## config.mk

```make
export PLATFORM = sky130hd
export DESIGN_NAME = if_stage
export DESIGN_NICKNAME = d
export VERILOG_FILES = /design/src/rtl/if_stage.sv
export SDC_FILE = /design/constraint.sdc
export NUM_CORES = 1
export LEC_CHECK = 0
export ABC_AREA = 1
export BUFFER_PORTS_ARGS = -buffer_cell sky130_fd_sc_hd__buf_4
export CAP_MARGIN = 20
export CORE_MARGIN = 4
export CORE_UTILIZATION = 58
export DETAILED_ROUTE_END_ITERATION = 10
export HOLD_SLACK_MARGIN = 0.05
export PLACE_DENSITY = 0.79
export SLEW_MARGIN = 10
export SYNTH_ARGS = -nofsm -noshare
export SYNTH_HDL_FRONTEND = slang
export SYNTH_SLANG_ARGS = --single-unit
```

## constraint.sdc

```tcl
create_clock -name clk -period 6.7 [get_ports clk]
set_input_delay 1.675 -clock clk [delete_from_list [all_inputs] [get_ports clk]]
set_output_delay 1.675 -clock clk [all_outputs]
set_load 0.01 [all_outputs]
```

## src/rtl/if_stage.sv

```systemverilog
// if_stage: RV32I instruction fetch stage.
// Holds the fetch PC and issues word-aligned requests to instruction memory.
// Accepts in-order responses and buffers {pc, instruction} pairs for decode.
// Redirects discard buffered entries and any responses still in flight.
//
// Ports:
//   clk, rst          clock; synchronous active-high reset
//   imem_req_*        request channel (valid/ready/addr); valid is not sticky
//   imem_rsp_*        in-order response channel; no backpressure
//   redirect_valid/pc taken-branch/jump redirect; pc[1:0] ignored
//   if_valid/ready    handshake towards decode
//   if_instruction/pc head buffer entry
module if_stage #(
   parameter int unsigned     XLEN     = 32,
   parameter logic [XLEN-1:0] RESET_PC = '0,
   parameter int unsigned     DEPTH    = 4
) (
   input  logic            clk,
   input  logic            rst,
   output logic            imem_req_valid,
   input  logic            imem_req_ready,
   output logic [XLEN-1:0] imem_req_addr,
   input  logic            imem_rsp_valid,
   input  logic [31:0]     imem_rsp_data,
   input  logic            redirect_valid,
   input  logic [XLEN-1:0] redirect_pc,
   output logic            if_valid,
   input  logic            if_ready,
   output logic [31:0]     if_instruction,
   output logic [XLEN-1:0] if_pc
);

   localparam int unsigned AW = $clog2(DEPTH);
   localparam int unsigned CW = AW + 1;
   localparam int unsigned SW = CW + 1;

   logic [XLEN-1:0] fetch_pc;
   logic [XLEN-1:0] rsp_pc;
   logic [CW-1:0]   outstanding;
   logic [CW-1:0]   drop_cnt;
   logic [CW-1:0]   count;
   logic [AW-1:0]   rd_ptr;
   logic [AW-1:0]   wr_ptr;
   logic [XLEN-1:0] pc_mem  [DEPTH];
   logic [31:0]     ins_mem [DEPTH];

   logic            req_fire;
   logic            rsp_ok;
   logic            push;
   logic            pop;
   logic [SW-1:0]   credit_used;
   logic [XLEN-1:0] redirect_base;
   logic            unused_redirect_lsb;

   assign unused_redirect_lsb = ^redirect_pc[1:0];

   // Credit check covers in-flight plus buffered, so every response has a slot.
   // A response with nothing outstanding is a protocol violation and is ignored.
   always_comb begin
      credit_used    = SW'(outstanding) + SW'(count);
      imem_req_valid = !rst && !redirect_valid && (credit_used < SW'(DEPTH));
      req_fire       = imem_req_valid && imem_req_ready;
      rsp_ok         = imem_rsp_valid && (outstanding != '0);
      push           = rsp_ok && (drop_cnt == '0) && !redirect_valid;
      if_valid       = (count != '0) && !redirect_valid;
      pop            = if_valid && if_ready;
      redirect_base  = {redirect_pc[XLEN-1:2], 2'b00};
   end

   assign imem_req_addr  = fetch_pc;
   assign if_instruction = ins_mem[rd_ptr];
   assign if_pc          = pc_mem[rd_ptr];

   // Control state; redirect wins over issue, response push and pop.
   always_ff @(posedge clk) begin
      if (rst) begin
         fetch_pc    <= RESET_PC;
         rsp_pc      <= RESET_PC;
         outstanding <= '0;
         drop_cnt    <= '0;
         count       <= '0;
         rd_ptr      <= '0;
         wr_ptr      <= '0;
      end else if (redirect_valid) begin
         // Everything still in flight after this cycle belongs to the old path.
         fetch_pc    <= redirect_base;
         rsp_pc      <= redirect_base;
         outstanding <= outstanding - CW'(rsp_ok);
         drop_cnt    <= outstanding - CW'(rsp_ok);
         count       <= '0;
         rd_ptr      <= '0;
         wr_ptr      <= '0;
      end else begin
         if (req_fire) begin
            fetch_pc <= fetch_pc + XLEN'(4);
         end
         outstanding <= outstanding + CW'(req_fire) - CW'(rsp_ok);
         if (rsp_ok && (drop_cnt != '0)) begin
            drop_cnt <= drop_cnt - CW'(1);
         end
         if (push) begin
            rsp_pc <= rsp_pc + XLEN'(4);
            wr_ptr <= wr_ptr + AW'(1);
         end
         if (pop) begin
            rd_ptr <= rd_ptr + AW'(1);
         end
         count <= count + CW'(push) - CW'(pop);
      end
   end

   // Buffer storage; contents need no reset since count gates visibility.
   always_ff @(posedge clk) begin
      if (push && !rst) begin
         pc_mem[wr_ptr]  <= rsp_pc;
         ins_mem[wr_ptr] <= imem_rsp_data;
      end
   end

endmodule

```

==> results of run 1 <==
how the worst max path moves through the flow:
stage | startpoint | to | cells after the start
floorplan | rst | ins_mem[0][0]$_DFFE_PP_ | 6
global placement | redirect_valid | ins_mem[2][23]$_DFFE_PP_ | 7
detailed placement | redirect_valid | ins_mem[2][30]$_DFFE_PP_ | 7
CTS | register | if_pc[12] | 5
global route | register | if_pc[12] | 5
finish | register | if_pc[12] | 5
cell families after synthesis:
group / Yosys count / synth area share
other: 1 / 0.0002635
flip-flops: 323 / 0.6287
AO/OA/AOI/OAI: 306 / 0.1159
buffers and inverters: 189 / 0.05388
XOR/XNOR: 12 / 0.007385
adder cells (fa/ha/maj): 18 / 0.01688
AND/OR/NAND/NOR: 605 / 0.1770
tightest hold or removal path: cells and delay by family, from the launching register on:
family / cells / cell delay, ns
AO/OA/AOI/OAI: 1 / 0.05
flip-flops: 1 / 0.31
AND/OR/NAND/NOR: 1 / 0.06
power groups by stage:
stage / Combinational [mW] / Clock, mW / Sequential, mW
2_1_floorplan: 0.242 / 0 / 2.35
3_3_place_gp: 0.387 / 0 / 2.36
3_5_place_dp: 0.399 / 0 / 2.37
4_1_cts: 0.401 / 1.67 / 2.33
5_1_grt: 0.454 / 1.76 / 2.34
6_report: 0.401 / 1.66 / 2.33
sequential cells by signal, indices dropped and copies added, names as in the netlist, named ones only:
name and count:
wr_ptr 2, outstanding 3, count 3, pc_mem 120, imem_req_addr 30, ins_mem 128, drop_cnt 3, rsp_pc 30
rd_ptr 2
layer usage:
metal,GRT usage,up-vias
met3,0.03768,88
met2,0.4154,508
li1,-,5267
met4,0.08544,0
met1,0.3259,5179
met5,0,-
layout by cell type (no fill, tap or decap), types with 2 or more instances in the layout:
cell type,n
nor2_4,6
clkbuf_1,15
clkinv_2,5
inv_2,2
clkbuf_8,4
edfxtp_1,248
o21bai_1,2
nor2_1,220
nor3_1,8
o21ai_0,172
nand3b_1,10
nand4_1,8
fa_1,2
nor2_2,4
o211ai_1,5
xnor2_1,3
a21oi_1,53
ha_1,16
buf_4,167
buf_12,2
clkbuf_16,32
inv_1,119
nand2_1,257
conb_1,4
dfxtp_1,73
a31oi_1,8
nand3_1,79
or2_2,6
xor2_1,9
a21oi_2,2
o22ai_1,62
metrics by stage:
stage	utilization	worst slack [ns]	hold slack, ns
final	0.6861	2.099	0.4668
after global routing	0.6861	1.882	0.5105
after CTS	0.6861	2.099	0.4704
after detailed placement	0.6463	1.909	0.4619
after global placement	0.6463	1.957	0.4524
after floorplan	-	1.221	0.4391
area by class of cell:
cell class	count	area share
sequential	323	0.5382
inverter	122	0.02760
clock buffer	51	0.05482
timing repair buffer	169	0.07776
clock inverter	6	0.003234
tap	324	0.02437
multi-input combinational	945	0.2740
==> impl_metrics.json, run 1 <==
{
  "slowest_delay_ns": 0.67,
  "ys_warn_count": 0,
  "start_util": 0.5870,
  "cts_root_buf": "clkbuf_16",
  "grt_overflow": 0,
  "seqPwrFrac": 0.531,
  "fin_area_sq_mm": 0.01664,
  "fillers": 1779,
  "cts_made_buffers": 31,
  "hold_start": "drop_cnt[1]$_SDFFE_PP0P_",
  "r2r-start": "drop_cnt[0]$_SDFFE_PP0P_",
  "drt-vias-per-instance": 5.692,
  "dieWidth_um": 164.7,
  "netlist_instances": 1454,
  "totalWireLength_um": 33760,
  "port_buffers": 161,
  "clkSlewWorstSetupHoldPaths_ns": 0.06,
  "max-cap-violations": 0,
  "fin_nets": 1680,
  "max-clock-path-buffers": 3,
  "dpl_cell_area_sq_mm": 0.01567,
  "synth_area_per_cell_sq_um": 9.789,
  "synth.area.top_cells": "edfxtp_1, dfxtp_1, nand2_1, o21ai_0, nor2_1",
  "grt_max_degree": 99,
  "power.density_mw_per_mm2": 263.9,
  "multiInputGateArea_sq_mm": 0.004559,
  "path_cells": "clkinv_2 > buf_4 > o21ai_0 > o22ai_1 > buf_4",
  "antenna_found_initial": 0,
  "path_buf_inv": 3,
  "synth_edf_count": 248,
  "grt_usage": 0.2456,
  "ant_nets": 0,
  "worst-path-max-fanout": 98,
  "critPathLaunchType": "register",
  "final.setup.tns_ns": 0,
  "endpoint_kind": "primary output",
  "synth_seq_cells": 323,
  "critPathKind": "reg -> out",
  "ir_drop_v": 0.0001867,
  "rsz0062_at_grt": "no",
  "cts-hold-fix-buffers": 0,
  "netSwitchingFraction": 0.2336,
  "cp_top_family": "buffers and inverters",
  "routed.top_layer": "met4",
  "intPower_mw": 3.365,
  "r2r_end": "ins_mem[2][30]$_DFFE_PP_",
  "synth_cell_types": 39,
  "cp.arrival_ns": 2.93,
  "layoutNonFillerInstCount": 1940,
  "cts_tree": "yes",
  "pwr-share-clk": 0.378,
  "drcViolationCount": 0,
  "core_sq_mm": 0.02425,
  "async_reset_ff_frac": 0,
  "drv_slew": 0,
  "worst_pin_slew_ns": 0.9520,
  "ys.flop_type": "edfxtp_1",
  "post_cts_buffers": 0,
  "hold_violations": 0,
  "final-seq-area_sq_mm": 0.008954,
  "max-slew-margin-rel": 0.3638,
  "holdPathEnd": "drop_cnt[1]$_SDFFE_PP0P_",
  "worstRegToRegCells": 9,
  "hpwlAfterDp_um": 21290,
  "p_switching_mw": 1.026,
  "vias": 11040,
  "rows": 57,
  "layout-drive-gt1-share": 0.1467,
  "synth_top_area_frac": 0.5232,
  "h-tree-depth": 1,
  "power_mw": 4.390,
  "min_period_over_period": 0.6867,
  "wl_met1_um": 13620,
  "yosysTopAreaCell": "edfxtp_1",
  "whs_path_depth": 2,
  "syn_area_sq_mm": 0.01423,
  "clock_latency_ns": 0.55,
  "setup_viol": 0,
  "yosysSeqAreaShare": 0.6287,
  "cp.required_ns": 5.03,
  "fin_crit_ns": 4.601,
  "area_delta_synth_final_pct": 16.89,
  "dieArea_sq_mm": 0.02711,
  "yosysMostFrequentCell": "nand2_1",
  "cts_resized": 0,
  "antennaDiodeCount": 0,
  "synthTopCellsByCount": "nand2_1, edfxtp_1, nor2_1, o21ai_0, inv_1",
  "die_h_um": 164.7,
  "max_freq_ghz": 0.2173,
  "gp_congestion": 0.9148,
  "wl_per_cell_um": 17.40,
  "grt_pass1_vias": 10830,
  "worst_path_max_delay_cell": "dfxtp_4",
  "status": "finished clean",
  "p_leak_nw": 6.295,
  "dr.pass1.iters": 5,
  "placedCellCount": 1883,
  "route.met3.wl_um": 2967,
  "pin_count": 168,
  "grt_pass1_wl_um": 53510,
  "r2r_slack_ns": 3.40,
  "fin_skew_ns": 0.01116,
  "dr.first_iter.drc_count": 978,
  "comb_power_share": 0.091,
  "wl_met2_um": 16120,
  "hp-class": "reg -> reg",
  "path_common_cell": "buf_4",
  "cts_sinks": 323
}
Power figures use the tool's default switching activity.
==> run 2, diff against run 1 <==
==> constraint.sdc (replaced) <==
create_clock -name clk -period 4.4 [get_ports clk]
set_input_delay 1.1 -clock clk [delete_from_list [all_inputs] [get_ports clk]]
set_output_delay 1.1 -clock clk [all_outputs]
set_load 0.01 [all_outputs]
==> run 2 against run 1 <==
Net effect: sequential power grew 52%; clock power grew 64%; largest cell class unchanged; sequential cell count is the same; clock skew shrank 0.0028 ns; count of clock-buffer cells in the layout shrank 16; via count shrank 1.3%; total power grew 57%; register-to-register slack lost 2.0 ns; global-route usage shrank 0.91 points; die area is the same.
==> impl_metrics.json, run 2 (synthesis results as in run 1) <==
{
  "power.density_mw_per_mm2": 409.6,
  "rsz0062_at_grt": "no",
  "status": "finished clean",
  "r2r_slack_ns": 1.42,
  "cp.arrival_ns": 2.55,
  "fin_util": 0.6935,
  "cts_resized": 0,
  "cts_root_buf": "clkbuf_16",
  "totalWireLength_um": 32780,
  "port_buffers": 161,
  "critPathLaunchType": "register",
  "max-cap-violations": 0,
  "max_freq_ghz": 0.2736,
  "max-slew-margin-rel": 0.4184,
  "cp.required_ns": 3.30,
  "antenna_found_initial": 0,
  "post_cts_buffers": 0,
  "gp_congestion": 0.9167,
  "setup_viol": 0,
  "dr.pass1.iters": 5,
  "fin_crit_ns": 3.655,
  "start_util": 0.5870,
  "whs_path_depth": 2,
  "cts_sinks": 323,
  "dieArea_sq_mm": 0.02711,
  "critPathKind": "reg -> out",
  "power_mw": 6.887,
  "grt_max_degree": 87,
  "wl_per_cell_um": 16.83,
  "p_leak_nw": 6.363,
  "clkSlewWorstSetupHoldPaths_ns": 0.06,
  "fin_nets": 1688,
  "grt_overflow": 0,
  "ant_nets": 0,
  "seqPwrFrac": 0.515,
  "pwr-share-clk": 0.396,
  "final_cell_mix": "nand2_1, edfxtp_1, nor2_1",
  "grt_pass1_vias": 10360,
  "r2r-start": "drop_cnt[0]$_SDFFE_PP0P_",
  "drt-vias-per-instance": 5.593,
  "die_h_um": 164.7,
  "max-clock-path-buffers": 3,
  "endpoint_kind": "primary output",
  "layout-drive-gt1-share": 0.1546,
  "netSwitchingFraction": 0.2296,
  "final_common_cell": "nand2_1",
  "hold_violations": 0,
  "reg_top3": "ins_mem: 128 flops, pc_mem: 120 flops",
  "worst_hold_slack_ns": 0.4673,
  "h-tree-depth": 1,
  "comb_power_share": 0.089,
  "drcViolationCount": 0,
  "largest_reg_flops": 128,
  "worstRegToRegCells": 14,
  "pin_count": 168,
  "p_switching_mw": 1.581,
  "hpwlAfterDp_um": 20890,
  "fin_skew_ns": 0.008325,
  "worst-path-max-fanout": 48,
  "intPower_mw": 5.306,
  "clock_latency_ns": 0.54,
  "cts-hold-fix-buffers": 0,
  "worst_pin_slew_ns": 0.8714,
  "hold_start": "drop_cnt[1]$_SDFFE_PP0P_",
  "core_sq_mm": 0.02425,
  "rows": 57,
  "dieWidth_um": 164.7,
  "vias": 10900,
  "holdPathEnd": "drop_cnt[1]$_SDFFE_PP0P_",
  "hp-class": "reg -> reg",
  "drv_slew": 0,
  "cts_made_buffers": 31,
  "antennaDiodeCount": 0,
  "grt_pass1_wl_um": 51380,
  "regMostFlops": "ins_mem",
  "worst_slack_ns": 0.7455,
  "area_delta_synth_final_pct": 18.14,
  "ir_drop_v": 0.0004161,
  "pre_cts_ws_ns": 0.8927,
  "grt_usage": 0.2365,
  "cts_tree": "yes",
  "min_period_over_period": 0.8306,
  "r2r_end": "count[2]$_SDFF_PP0_",
  "dr.first_iter.drc_count": 1158
}
run 2: cell count changes in the layout (fill, tap and decap cells not counted):
cell	previous run	this run
clkbuf_1	15	4
buf_4	167	173
bufinv_16	1	6
clkinv_1	1	6
clkinvlp_4	0	5
clkbuf_8	4	0
buf_12	2	4
clkbuf_16	32	31
clkinv_2	5	4
clkinv_4	0	1
clkinvlp_2	0	1
run 2: worst max path at each step:
stage,start,end,slack [ns],cells after the start
finish,register,if_pc[10],0.75,5
global route,register,if_pc[9],0.52,5
CTS,register,if_instruction[14],0.71,5
detailed placement,redirect_valid,count[2]$_SDFF_PP0_,0.89,11
global placement,redirect_valid,count[2]$_SDFF_PP0_,0.93,11
floorplan,rst,ins_mem[0][0]$_DFFE_PP_,-0.50,6
run 2: cell type report:
| cell class | instances | area, sq um |
|---|---|---|
| Clock buffer | 35 | 790.8 |
| Timing Repair Buffer | 177 | 1379 |
| Sequential cell | 323 | 8954 |
| Tap cell | 324 | 405.4 |
| Multi-Input combinational cell | 945 | 4559 |
| Fill cell | 1743 | 7432 |
| Clock inverter | 22 | 269.0 |
| Inverter | 122 | 459.2 |
run 2: critical path: stages, from the launching register on:
cell and delay, ns:
dfxtp_4 0.60, clkinv_2 0.41, buf_4 0.41, o21ai_0 0.22
o22ai_1 0.16, buf_4 0.18
run 2: power by group through the flow:
stage	Clock (mW)	Combinational (mW)	Sequential, mW
final	2.73	0.616	3.55
after global routing	2.90	0.696	3.56
after CTS	2.76	0.617	3.54
after detailed placement	0	0.613	3.60
after global placement	0	0.595	3.60
after floorplan	0	0.368	3.57
run 2: per-stage QoR:
step	cells	area, sq um	TNS (ns)
2_1_floorplan	1457	14240	-124.92
6_report	1948	16820	0
4_1_cts	1948	16820	0
3_3_place_gp	1891	15760	0
3_5_place_dp	1891	15760	0
5_1_grt	1948	16820	0
run 2: metal layers:
layer  GRT usage  vias to the layer above  routed length (um)  share of wire
met4     0.07637                        0                 936          0.029
met3     0.03918                       65                2835          0.086
met5           0                        -                   0              0
met1      0.3148                     5119               13420           0.41
met2      0.3997                      436               15590           0.48
li1            -                     5275                   -              -
==> run 3, diff against run 2 <==
--- a/config.mk
+++ b/config.mk
@@ -9,10 +9,10 @@
 export BUFFER_PORTS_ARGS = -buffer_cell sky130_fd_sc_hd__buf_4
 export CAP_MARGIN = 20
 export CORE_MARGIN = 4
-export CORE_UTILIZATION = 58
+export CORE_UTILIZATION = 53
 export DETAILED_ROUTE_END_ITERATION = 10
 export HOLD_SLACK_MARGIN = 0.05
-export PLACE_DENSITY = 0.79
+export PLACE_DENSITY = 0.76
 export SLEW_MARGIN = 10
 export SYNTH_ARGS = -nofsm -noshare
 export SYNTH_HDL_FRONTEND = slang
==> constraint.sdc (replaced) <==
create_clock -name clk -period 3.1 [get_ports clk]
set_input_delay 0.775 -clock clk [delete_from_list [all_inputs] [get_ports clk]]
set_output_delay 0.775 -clock clk [all_outputs]
set_load 0.01 [all_outputs]
==> run 3 against run 2 <==
Net effect: non-clock buffer count rose by 6; total power rose by 38%; worst hold slack got worse by 0.044 ns; clock skew grew 0.015 ns; routed wire length grew 2.1%; critical path depth stayed put; final area about the same; setup slack got worse by 0.58 ns; sequential power is 42% higher; sequential share of layout area is essentially flat; sequential cell count unchanged; critical endpoint is now if_instruction[3]; largest power group unchanged.
==> impl_metrics.json, run 3 (synthesis results as in run 1) <==
{
  "grt_overflow": 0,
  "clkSlewWorstSetupHoldPaths_ns": 0.06,
  "max-cap-violations": 0,
  "drcViolationCount": 0,
  "min_period_over_period": 0.9463,
  "layoutNonFillerInstCount": 1963,
  "max_freq_ghz": 0.3409,
  "endpoint_kind": "primary output",
  "drt-vias-per-instance": 5.529,
  "final_cell_mix": "nand2_1, edfxtp_1, nor2_1",
  "pin_count": 168,
  "grt_pass1_wl_um": 52230,
  "totalWireLength_um": 33470,
  "cts_made_buffers": 31,
  "antenna_found_initial": 0,
  "core_sq_mm": 0.02621,
  "ir_drop_v": 0.0003750,
  "grt_usage": 0.2210,
  "post_cts_buffers": 0,
  "h-tree-depth": 1,
  "fin_nets": 1694,
  "ant_nets": 0,
  "regMostFlops": "ins_mem",
  "cp.arrival_ns": 2.16,
  "cp.required_ns": 2.32,
  "reg_top3": "ins_mem: 128 flops, pc_mem: 120 flops",
  "fin_crit_ns": 2.933,
  "setup_viol": 0,
  "dr.first_iter.drc_count": 816,
  "power_mw": 9.539,
  "cts_root_buf": "clkbuf_16",
  "gp_congestion": 0.9075,
  "port_buffers": 161,
  "clock_latency_ns": 0.55,
  "worst_pin_slew_ns": 0.9787,
  "layout-drive-gt1-share": 0.1572,
  "final_common_cell": "nand2_1",
  "antennaDiodeCount": 0,
  "status": "finished clean",
  "critPathLaunchType": "register",
  "max-clock-path-buffers": 3,
  "worst-path-max-fanout": 46,
  "wl_per_cell_um": 17.05,
  "critPathKind": "reg -> out",
  "area_delta_synth_final_pct": 18.21,
  "hpwlAfterDp_um": 21130,
  "grt_max_degree": 125,
  "worst_hold_slack_ns": 0.4235,
  "cts-hold-fix-buffers": 0,
  "dr.pass1.iters": 5,
  "vias": 10850,
  "cts_tree": "yes",
  "hp-class": "in -> reg",
  "cts_sinks": 323,
  "start_util": 0.5431,
  "worst_path_max_delay_cell": "dfxtp_4",
  "cts_resized": 0,
  "rows": 59,
  "final.setup.tns_ns": 0,
  "path_cells": "clkinv_2 > buf_12 > o21ai_0 > o22ai_1 > buf_4",
  "placedCellCount": 1908,
  "dieArea_sq_mm": 0.02954,
  "drv_slew": 0,
  "die_h_um": 171.9,
  "p_leak_nw": 6.389,
  "slowest_delay_ns": 0.36,
  "dieWidth_um": 171.9,
  "grt_pass1_vias": 10250,
  "power.density_mw_per_mm2": 566.9,
  "fin_skew_ns": 0.02349,
  "rsz0062_at_grt": "no",
  "hold_violations": 0,
  "max-slew-margin-rel": 0.3468,
  "largest_reg_flops": 128
}
==> run 3: cell count changes in the layout (fill, tap and decap cells not counted), sizes merged <==
| cell | delta |
|---|---|
| clkbuf | +7 |
| bufinv | -4 |
| clkinvlp | -4 |
| buf | +6 |
| clkinv | -1 |
==> run 3: area by class of cell <==
| type | instances | area (sq um) |
|---|---|---|
| Timing Repair Buffer | 183 | 1461 |
| Clock buffer | 42 | 857.1 |
| Multi-Input combinational cell | 945 | 4559 |
| Sequential cell | 323 | 8954 |
| Clock inverter | 13 | 116.4 |
| Inverter | 122 | 459.2 |
| Tap cell | 335 | 419.2 |
| Fill cell | 2054 | 9380 |
==> run 3: power breakdown <==
group,internal (mW),total [mW],switching (mW)
clock,2.09,3.62,1.53
sequential,4.85,5.03,0.185
combinational,0.368,0.892,0.523
==> run 3: worst paths after layout <==
path	to	cells after the start	slack, ns	from
hold / removal	ins_mem[2][21]$_DFFE_PP_	1	0.42	imem_rsp_data[21]
setup / recovery	if_instruction[3]	5	0.17	register
setup reg to reg	outstanding[2]$_SDFF_PP0_	13	0.55	outstanding[2]$_SDFF_PP0_
hold reg to reg	drop_cnt[2]$_SDFFE_PP0P_	2	0.48	drop_cnt[2]$_SDFFE_PP0P_
==> run 3: per-stage QoR <==
stage                       util  setup WS (ns)  cell area [sq um]
after floorplan                -        -0.4743              14250
after global placement    0.6049         0.3051              15850
after detailed placement  0.6049         0.2768              15850
after CTS                 0.6421         0.1225              16830
after global routing      0.6421        0.03074              16830
final                     0.6421         0.1666              16830
==> run 3: metal layers <==
| layer | share of wire | GRT usage |
|---|---|---|
| met4 | 0.022 | 0.05844 |
| met1 | 0.43 | 0.3062 |
| met2 | 0.47 | 0.3685 |
| met5 | 0 | 0 |
| met3 | 0.079 | 0.03521 |
==> run 3: critical path, delay by kind of cell, from the launching register on <==
family	cells	cell delay (ns)
buffers and inverters	3	0.86
flip-flops	1	0.36
AO/OA/AOI/OAI	2	0.36
